--- src/rtl/seq_shift_add_mult_pkg.sv ---
// Shared definitions for the sequential shift-and-add multiplier:
// FSM state encoding and an elaboration-time parameter width guard.

`ifndef SSAM_WIDTH_CHECK
`define SSAM_WIDTH_CHECK(lbl, val, minval) \
  if ((val) < (minval)) begin : lbl \
    $error("seq_shift_add_mult: parameter below minimum width"); \
  end
`endif

package seq_shift_add_mult_pkg;

  // Two-bit FSM encoding: IDLE waits for start, RUN iterates, DONE pulses done.
  typedef enum logic [1:0] {
    ST_IDLE = 2'd0,
    ST_RUN  = 2'd1,
    ST_DONE = 2'd2
  } state_t;

endpackage

--- src/rtl/seq_mult_abs.sv ---
// Magnitude extractor: returns |val| when sgn is set, the raw value otherwise,
// plus the operand's effective sign. The most negative value maps to its
// unsigned magnitude (e.g. 3'b100 -> 4), which still fits in N bits.

module seq_mult_abs #(
  parameter int N = 4
) (
  input  logic [N-1:0] val,
  input  logic         sgn,
  output logic [N-1:0] mag,
  output logic         neg
);

  localparam logic [N-1:0] ONE = 1;

  assign neg = sgn & val[N-1];
  assign mag = neg ? ((~val) + ONE) : val;

endmodule

--- src/rtl/seq_shift_add_mult.sv ---
// Sequential shift-and-add multiplier. Operands are reduced to magnitudes at
// start, multiplied unsigned over A_WIDTH iterations (one multiplier bit per
// clock), and the sign is reapplied on the final iteration.
//
// Handshake: start is sampled only in IDLE or DONE; the cycle after it is
// accepted busy rises and stays high for exactly A_WIDTH cycles, then done
// pulses for one cycle with product valid. product is held until the next
// operation completes; start during RUN is ignored.

module seq_shift_add_mult
  import seq_shift_add_mult_pkg::*;
#(
  parameter int A_WIDTH = 3,
  parameter int B_WIDTH = 4
) (
  input  logic                       clk,
  input  logic                       rst,
  input  logic                       start,
  input  logic                       sgn,
  input  logic [A_WIDTH-1:0]         a,
  input  logic [B_WIDTH-1:0]         b,
  output logic                       busy,
  output logic                       done,
  output logic [A_WIDTH+B_WIDTH-1:0] product
);

  localparam int PW = A_WIDTH + B_WIDTH;
  localparam int CW = $clog2(A_WIDTH);
  localparam logic [CW-1:0] CNT_LAST = CW'(A_WIDTH - 1);
  localparam logic [CW-1:0] CNT_ONE  = 1;
  localparam logic [PW-1:0] PROD_ONE = 1;

  generate
    `SSAM_WIDTH_CHECK(g_chk_a_width, A_WIDTH, 2)
    `SSAM_WIDTH_CHECK(g_chk_b_width, B_WIDTH, 2)
  endgenerate

  state_t              state;
  logic [A_WIDTH-1:0]  ma;
  logic [B_WIDTH-1:0]  mb;
  logic                neg;
  logic [PW-1:0]       acc;
  logic [CW-1:0]       cnt;

  logic [A_WIDTH-1:0]  a_mag;
  logic                a_neg;
  logic [B_WIDTH-1:0]  b_mag;
  logic                b_neg;
  logic [PW-1:0]       addend;
  logic [PW-1:0]       acc_next;

  seq_mult_abs #(.N(A_WIDTH)) u_abs_a (
    .val (a),
    .sgn (sgn),
    .mag (a_mag),
    .neg (a_neg)
  );

  seq_mult_abs #(.N(B_WIDTH)) u_abs_b (
    .val (b),
    .sgn (sgn),
    .mag (b_mag),
    .neg (b_neg)
  );

  // Partial product for the current multiplier bit, and the accumulator after adding it.
  always_comb begin
    addend   = {{A_WIDTH{1'b0}}, mb} << cnt;
    acc_next = acc;
    if (ma[cnt]) begin
      acc_next = acc + addend;
    end
  end

  // Control FSM with datapath registers; busy/done/product are registered outputs.
  always_ff @(posedge clk) begin
    if (rst) begin
      state   <= ST_IDLE;
      busy    <= 1'b0;
      done    <= 1'b0;
      product <= '0;
      acc     <= '0;
      cnt     <= '0;
      ma      <= '0;
      mb      <= '0;
      neg     <= 1'b0;
    end else begin
      case (state)
        ST_RUN: begin
          cnt <= cnt + CNT_ONE;
          acc <= acc_next;
          if (cnt == CNT_LAST) begin
            product <= neg ? ((~acc_next) + PROD_ONE) : acc_next;
            done    <= 1'b1;
            busy    <= 1'b0;
            state   <= ST_DONE;
          end
        end
        default: begin
          // IDLE and DONE both accept a new request; DONE otherwise falls back to IDLE.
          done <= 1'b0;
          if (start) begin
            ma    <= a_mag;
            mb    <= b_mag;
            neg   <= a_neg ^ b_neg;
            acc   <= '0;
            cnt   <= '0;
            busy  <= 1'b1;
            state <= ST_RUN;
          end else begin
            busy  <= 1'b0;
            state <= ST_IDLE;
          end
        end
      endcase
    end
  end

endmodule

--- config.mk ---
export PLATFORM = sky130hd
export DESIGN_NAME = seq_shift_add_mult
export DESIGN_NICKNAME = d
export VERILOG_FILES = /design/src/rtl/seq_shift_add_mult_pkg.sv /design/src/rtl/seq_mult_abs.sv /design/src/rtl/seq_shift_add_mult.sv
export SDC_FILE = /design/constraint.sdc
export NUM_CORES = 1
export LEC_CHECK = 0
export BUFFER_PORTS_ARGS = -buffer_cell sky130_fd_sc_hd__buf_2
export CAP_MARGIN = 40
export CORE_UTILIZATION = 30
export DETAILED_ROUTE_END_ITERATION = 8
export PLACE_DENSITY = 0.45
export SKIP_LAST_GASP = 1
export SYNTH_ARGS = -nofsm -noshare
export SYNTH_HDL_FRONTEND = slang
export SYNTH_SLANG_ARGS = --single-unit
--- constraint.sdc ---
create_clock -name clk -period 5.43 [get_ports clk]
set_input_delay 0.543 -clock clk [delete_from_list [all_inputs] [get_ports clk]]
set_output_delay 0.543 -clock clk [all_outputs]
set_load 0.02 [all_outputs]
==> summary.txt <==
Synth
  – Number of instances in the synthesized netlist: 197
  – Number of warning messages in the yosys log: 0
  – Area of the mapped netlist: ~1600 sq um
  – Number of synthesized flops with an enable pin: 0
  – Share of synthesized area occupied by flip-flops and latches: ~34%
  – Register bit count reported by yosys: 27
  – Yosys top cell area share: 33.99%
  – Library cell occupying the most area in the post-synthesis netlist: sky130_fd_sc_hd__dfxtp_1
  – Mean instance size in the synthesized netlist: a little over 8 sq um
  – Dominant cells by area after synthesis: sky130_fd_sc_hd__dfxtp_1 34%, sky130_fd_sc_hd__ha_1 7.9%, sky130_fd_sc_hd__nor2_1 6.8%
  – Top FF cell, synth: sky130_fd_sc_hd__dfxtp_1
  – Synthesized Nets: about 220
  – Share of synthesized flip-flops with an asynchronous set or reset: 0%
  – Yosys cell types: 37

Global routing
  – Largest net degree at the start of global routing: 20
  – Wire length of the first global-routing pass: 5844 um
  – Grt ovf: 0
  – Vias in the first global route: around 1,300
  – Initial antenna violation count: 0
  – Total Routing Usage GR: about 14%

STA
  – RSZ-0062 raised after global routing: false
  – Final worst path period share: about 57%
  – Setup TNS Final: 0 ns
  – Worst clock skew: 0.003853 ns
  – Measured slew at the worst slew-check pin: approximately 0.67 ns
  – Worst slew slack as a fraction of its limit: 55.33%
  – Min Tclk post-route: a little over 3 ns
  – Count of final max-slew check failures: 0
  – Final hold violations: 0
  – Number of setup violations in the final report: 0
  – Maximum frequency from static timing analysis: 0.3213 GHz

Setup path
  – Number of buffer and inverter instances along the worst setup path: 0
  – Critical Path Sink Type: flop
  – Cell count of the worst reg-to-reg path: 11
  – Cell breakdown of the critical path: mux2_2 > nand2_1 > o21ai_0 > ha_1 > nand2_1 > o31ai_1 > xor2_1 > mux2_4 > o41ai_2 > xor2_1 > o21ai_1
  – Crit Reg-Reg Endpoint: product[6]
  – Longest individual stage delay on the worst path: between 0.6 and 0.7 ns
  – Path type of the worst setup path: reg -> reg
  – Slowest stage cell on the critical path: sky130_fd_sc_hd__dfxtp_1
  – Data required time at the worst endpoint: around 5.6 ns
  – Critical path depth in cells: 11
  – Slack of the worst reg-to-reg path: roughly 2.3 ns
  – Startpoint of the lowest-slack register-to-register path: cnt[1]
  – Data arrival at the endpoint of the critical path: 3.28 ns
  – Element type at the critical path start: flop
  – Kind of cell with the highest combined delay on the critical path: compound AO/OA/AOI/OAI gates
  – Critical-path maximum fanout: 12

Floorplan
  – Area of the die: around 5600 sq um
  – Floorplan row count: 26
  – Floorplan die height: around 75 um
  – Core box area: ~5100 sq um
  – Ports placed on the boundary: 20
  – Effective utilization at floorplan: a little under a third
  – Die width: 74.81 um

Run status
  – Status: finished, final reports clean

Final layout
  – Total number of nets in the final design: approximately 240
  – Antenna diodes: 0
  – Utilization after layout: a little over a third
  – Area grow syn2layout: 12.12%
  – Fillcell total: approximately 570
  – Proportion of layout cells with a drive suffix above 1: ~15%

Power and ir drop
  – Power density over the cells: 218.2 nW/um^2
  – Leakage dissipation: roughly 0.75 nW
  – Worst supply voltage drop on vdd: 0.00008228 V

Clocking
  – Number of buffers inserted by post-CTS setup repair: 0
  – Number of hold buffers added after cts: 0
  – Post-CTS sizing: 0
  – Clock edge transition at the registers on the reported setup and hold paths: approximately 0.090 ns
  – Number of buffers added by the clock tree synthesis step: 3
  – Buffers from clock root to sink, at most: 2
  – CTS Sinks: 27
  – CTS tree: yes
  – Source-to-sink clock delay at the later pin of the worst-skew pair: between 0.2 and 0.3 ns
  – Buffer cell driving the clock tree root: sky130_fd_sc_hd__clkbuf_8
  – H-Tree Depth: 1

Placement
  – Count of buffers inserted at the top-level ports: 19
  – Hpwl dp: about 2500 um
  – Final weighted congestion in routability-driven placement: 0.8276

Worst hold path
  – Classification of the worst-slack hold path: reg -> reg
  – Worst min-delay path startpoint: product[5]
  – Hold worst-path end: product[5]
  – Worst hold path depth: 2

Route
  – Total via count in the routed design: ~1,300
  – Avg Vias per Cell: ~4.6
  – Routed WL per cell: ~12 um
  – Post-route ant nets: 0
  – Total wire length: approximately 3300 um
  – DRC viols: 0
  – Iteration-0 DRC count of the detailed router: between 40 and 50
  – Initial DRT Pass Iterations: 4

Flow run
  – Max Cap Viol: 0
[flip-flops by register name, indices dropped and copies added (netlist names)]
register and cells:
mb 4, done 1, cnt 2, product 7
acc 7, state 2, ma 3, neg 1
[metrics by stage]
| stage | std cells | total power [mW] | area (sq um) | hold WS (ns) | setup slack [ns] |
|---|---|---|---|---|---|
| 4_1_cts | 282 | 0.3976 | 1783 | 0.4524 | 2.312 |
| 3_5_place_dp | 278 | 0.2787 | 1738 | 0.4379 | 2.336 |
| 5_1_grt | 282 | 0.4152 | 1783 | 0.4753 | 2.086 |
| 6_report | 282 | 0.3890 | 1783 | 0.4472 | 2.318 |
| 3_3_place_gp | 278 | 0.2792 | 1738 | 0.4315 | 2.366 |
| 2_1_floorplan | 197 | 0.2619 | 1590 | 0.4316 | 2.644 |
[routing by layer]
layer  GRT usage [%]  up-vias  share of wire (%)
met5               0        -                  0
met4           4.403        0                1.3
met3           1.606        4                1.8
met2           23.62       18                 46
met1           17.63      575                 51
li1                -      702                  -
[cells in the final DEF, fill, tap and decap left out, drive strengths merged]
master	n
nor2	29
nand2	28
dfxtp	27
buf	19
a21oi	17
inv	10
ha	10
o21ai	9
mux2i	6
nand3	6
xor2	6
xnor2	6
nand2b	4
and3	4
a31oi	4
clkbuf	4
nor2b	3
mux2	3
o31ai	3
a311oi	2
o22ai	2
a211oi	2
or2	1
nor3b	1
and2	1
a31o	1
a311o	1
o21a	1
o41ai	1
fa	1
[synth_stat cells, types with 2 or more instances]
library cell / count
sky130_fd_sc_hd__dfxtp_1: 27
sky130_fd_sc_hd__a311oi_1: 2
sky130_fd_sc_hd__ha_1: 10
sky130_fd_sc_hd__o31ai_1: 2
sky130_fd_sc_hd__a31oi_1: 4
sky130_fd_sc_hd__mux2_4: 2
sky130_fd_sc_hd__nand2_1: 28
sky130_fd_sc_hd__nand2b_1: 4
sky130_fd_sc_hd__o21ai_0: 6
sky130_fd_sc_hd__and3_1: 4
sky130_fd_sc_hd__o21ai_1: 3
sky130_fd_sc_hd__clkbuf_1: 6
sky130_fd_sc_hd__a21oi_1: 16
sky130_fd_sc_hd__nand3_1: 6
sky130_fd_sc_hd__mux2i_1: 6
sky130_fd_sc_hd__xnor2_1: 6
sky130_fd_sc_hd__inv_1: 10
sky130_fd_sc_hd__nor2b_1: 3
sky130_fd_sc_hd__nor2_1: 29
sky130_fd_sc_hd__xor2_1: 6
[worst register-to-register path: stages (launching register included)]
cell and delay, ns:
sky130_fd_sc_hd__dfxtp_1 0.63, sky130_fd_sc_hd__mux2_2 0.41, sky130_fd_sc_hd__nand2_1 0.06, sky130_fd_sc_hd__o21ai_0 0.11, sky130_fd_sc_hd__ha_1 0.39, sky130_fd_sc_hd__nand2_1 0.07
sky130_fd_sc_hd__o31ai_1 0.31, sky130_fd_sc_hd__xor2_1 0.11, sky130_fd_sc_hd__mux2_4 0.29, sky130_fd_sc_hd__o41ai_2 0.37, sky130_fd_sc_hd__xor2_1 0.19, sky130_fd_sc_hd__o21ai_1 0.07
[how the worst max path moves through the flow]
| stage | start | endpoint |
|---|---|---|
| finish | cnt[1] | product[6] |
| global route | cnt[1] | product[6] |
| CTS | cnt[1] | product[6] |
| detailed placement | cnt[1] | product[6] |
| global placement | cnt[1] | product[6] |
| floorplan | cnt[0] | product[6] |
[cells by family (layout without fill, tap and decap cells)]
kind of cell,Yosys count,after routing,synth area share [%]
adder cells (fa/ha/maj),11,11,9.127
XOR/XNOR,12,12,6.609
AND/OR/NAND/NOR,77,77,20.93
buffers and inverters,18,33,4.563
AO/OA/AOI/OAI,43,43,18.41
flip-flops,27,27,33.99
multiplexers,9,9,6.373
[final cells by class]
class / count / area (sq um) / share of cell area [%]
Tap cell: 70 / 87.58 / 4.912
Inverter: 10 / 37.54 / 2.105
Multi-Input combinational cell: 152 / 977.2 / 54.81
Clock buffer: 4 / 45.04 / 2.526
Timing Repair Buffer: 19 / 95.09 / 5.333
Sequential cell: 27 / 540.5 / 30.32
[where the power goes]
part	switching [mW]	leakage, nW	internal, mW	total [mW]
Combinational	0.0379	0.507	0.0240	0.0619
Clock	0.0631	0.0228	0.0526	0.116
Sequential	0.00776	0.219	0.204	0.212
Power figures use the tool's default switching activity.
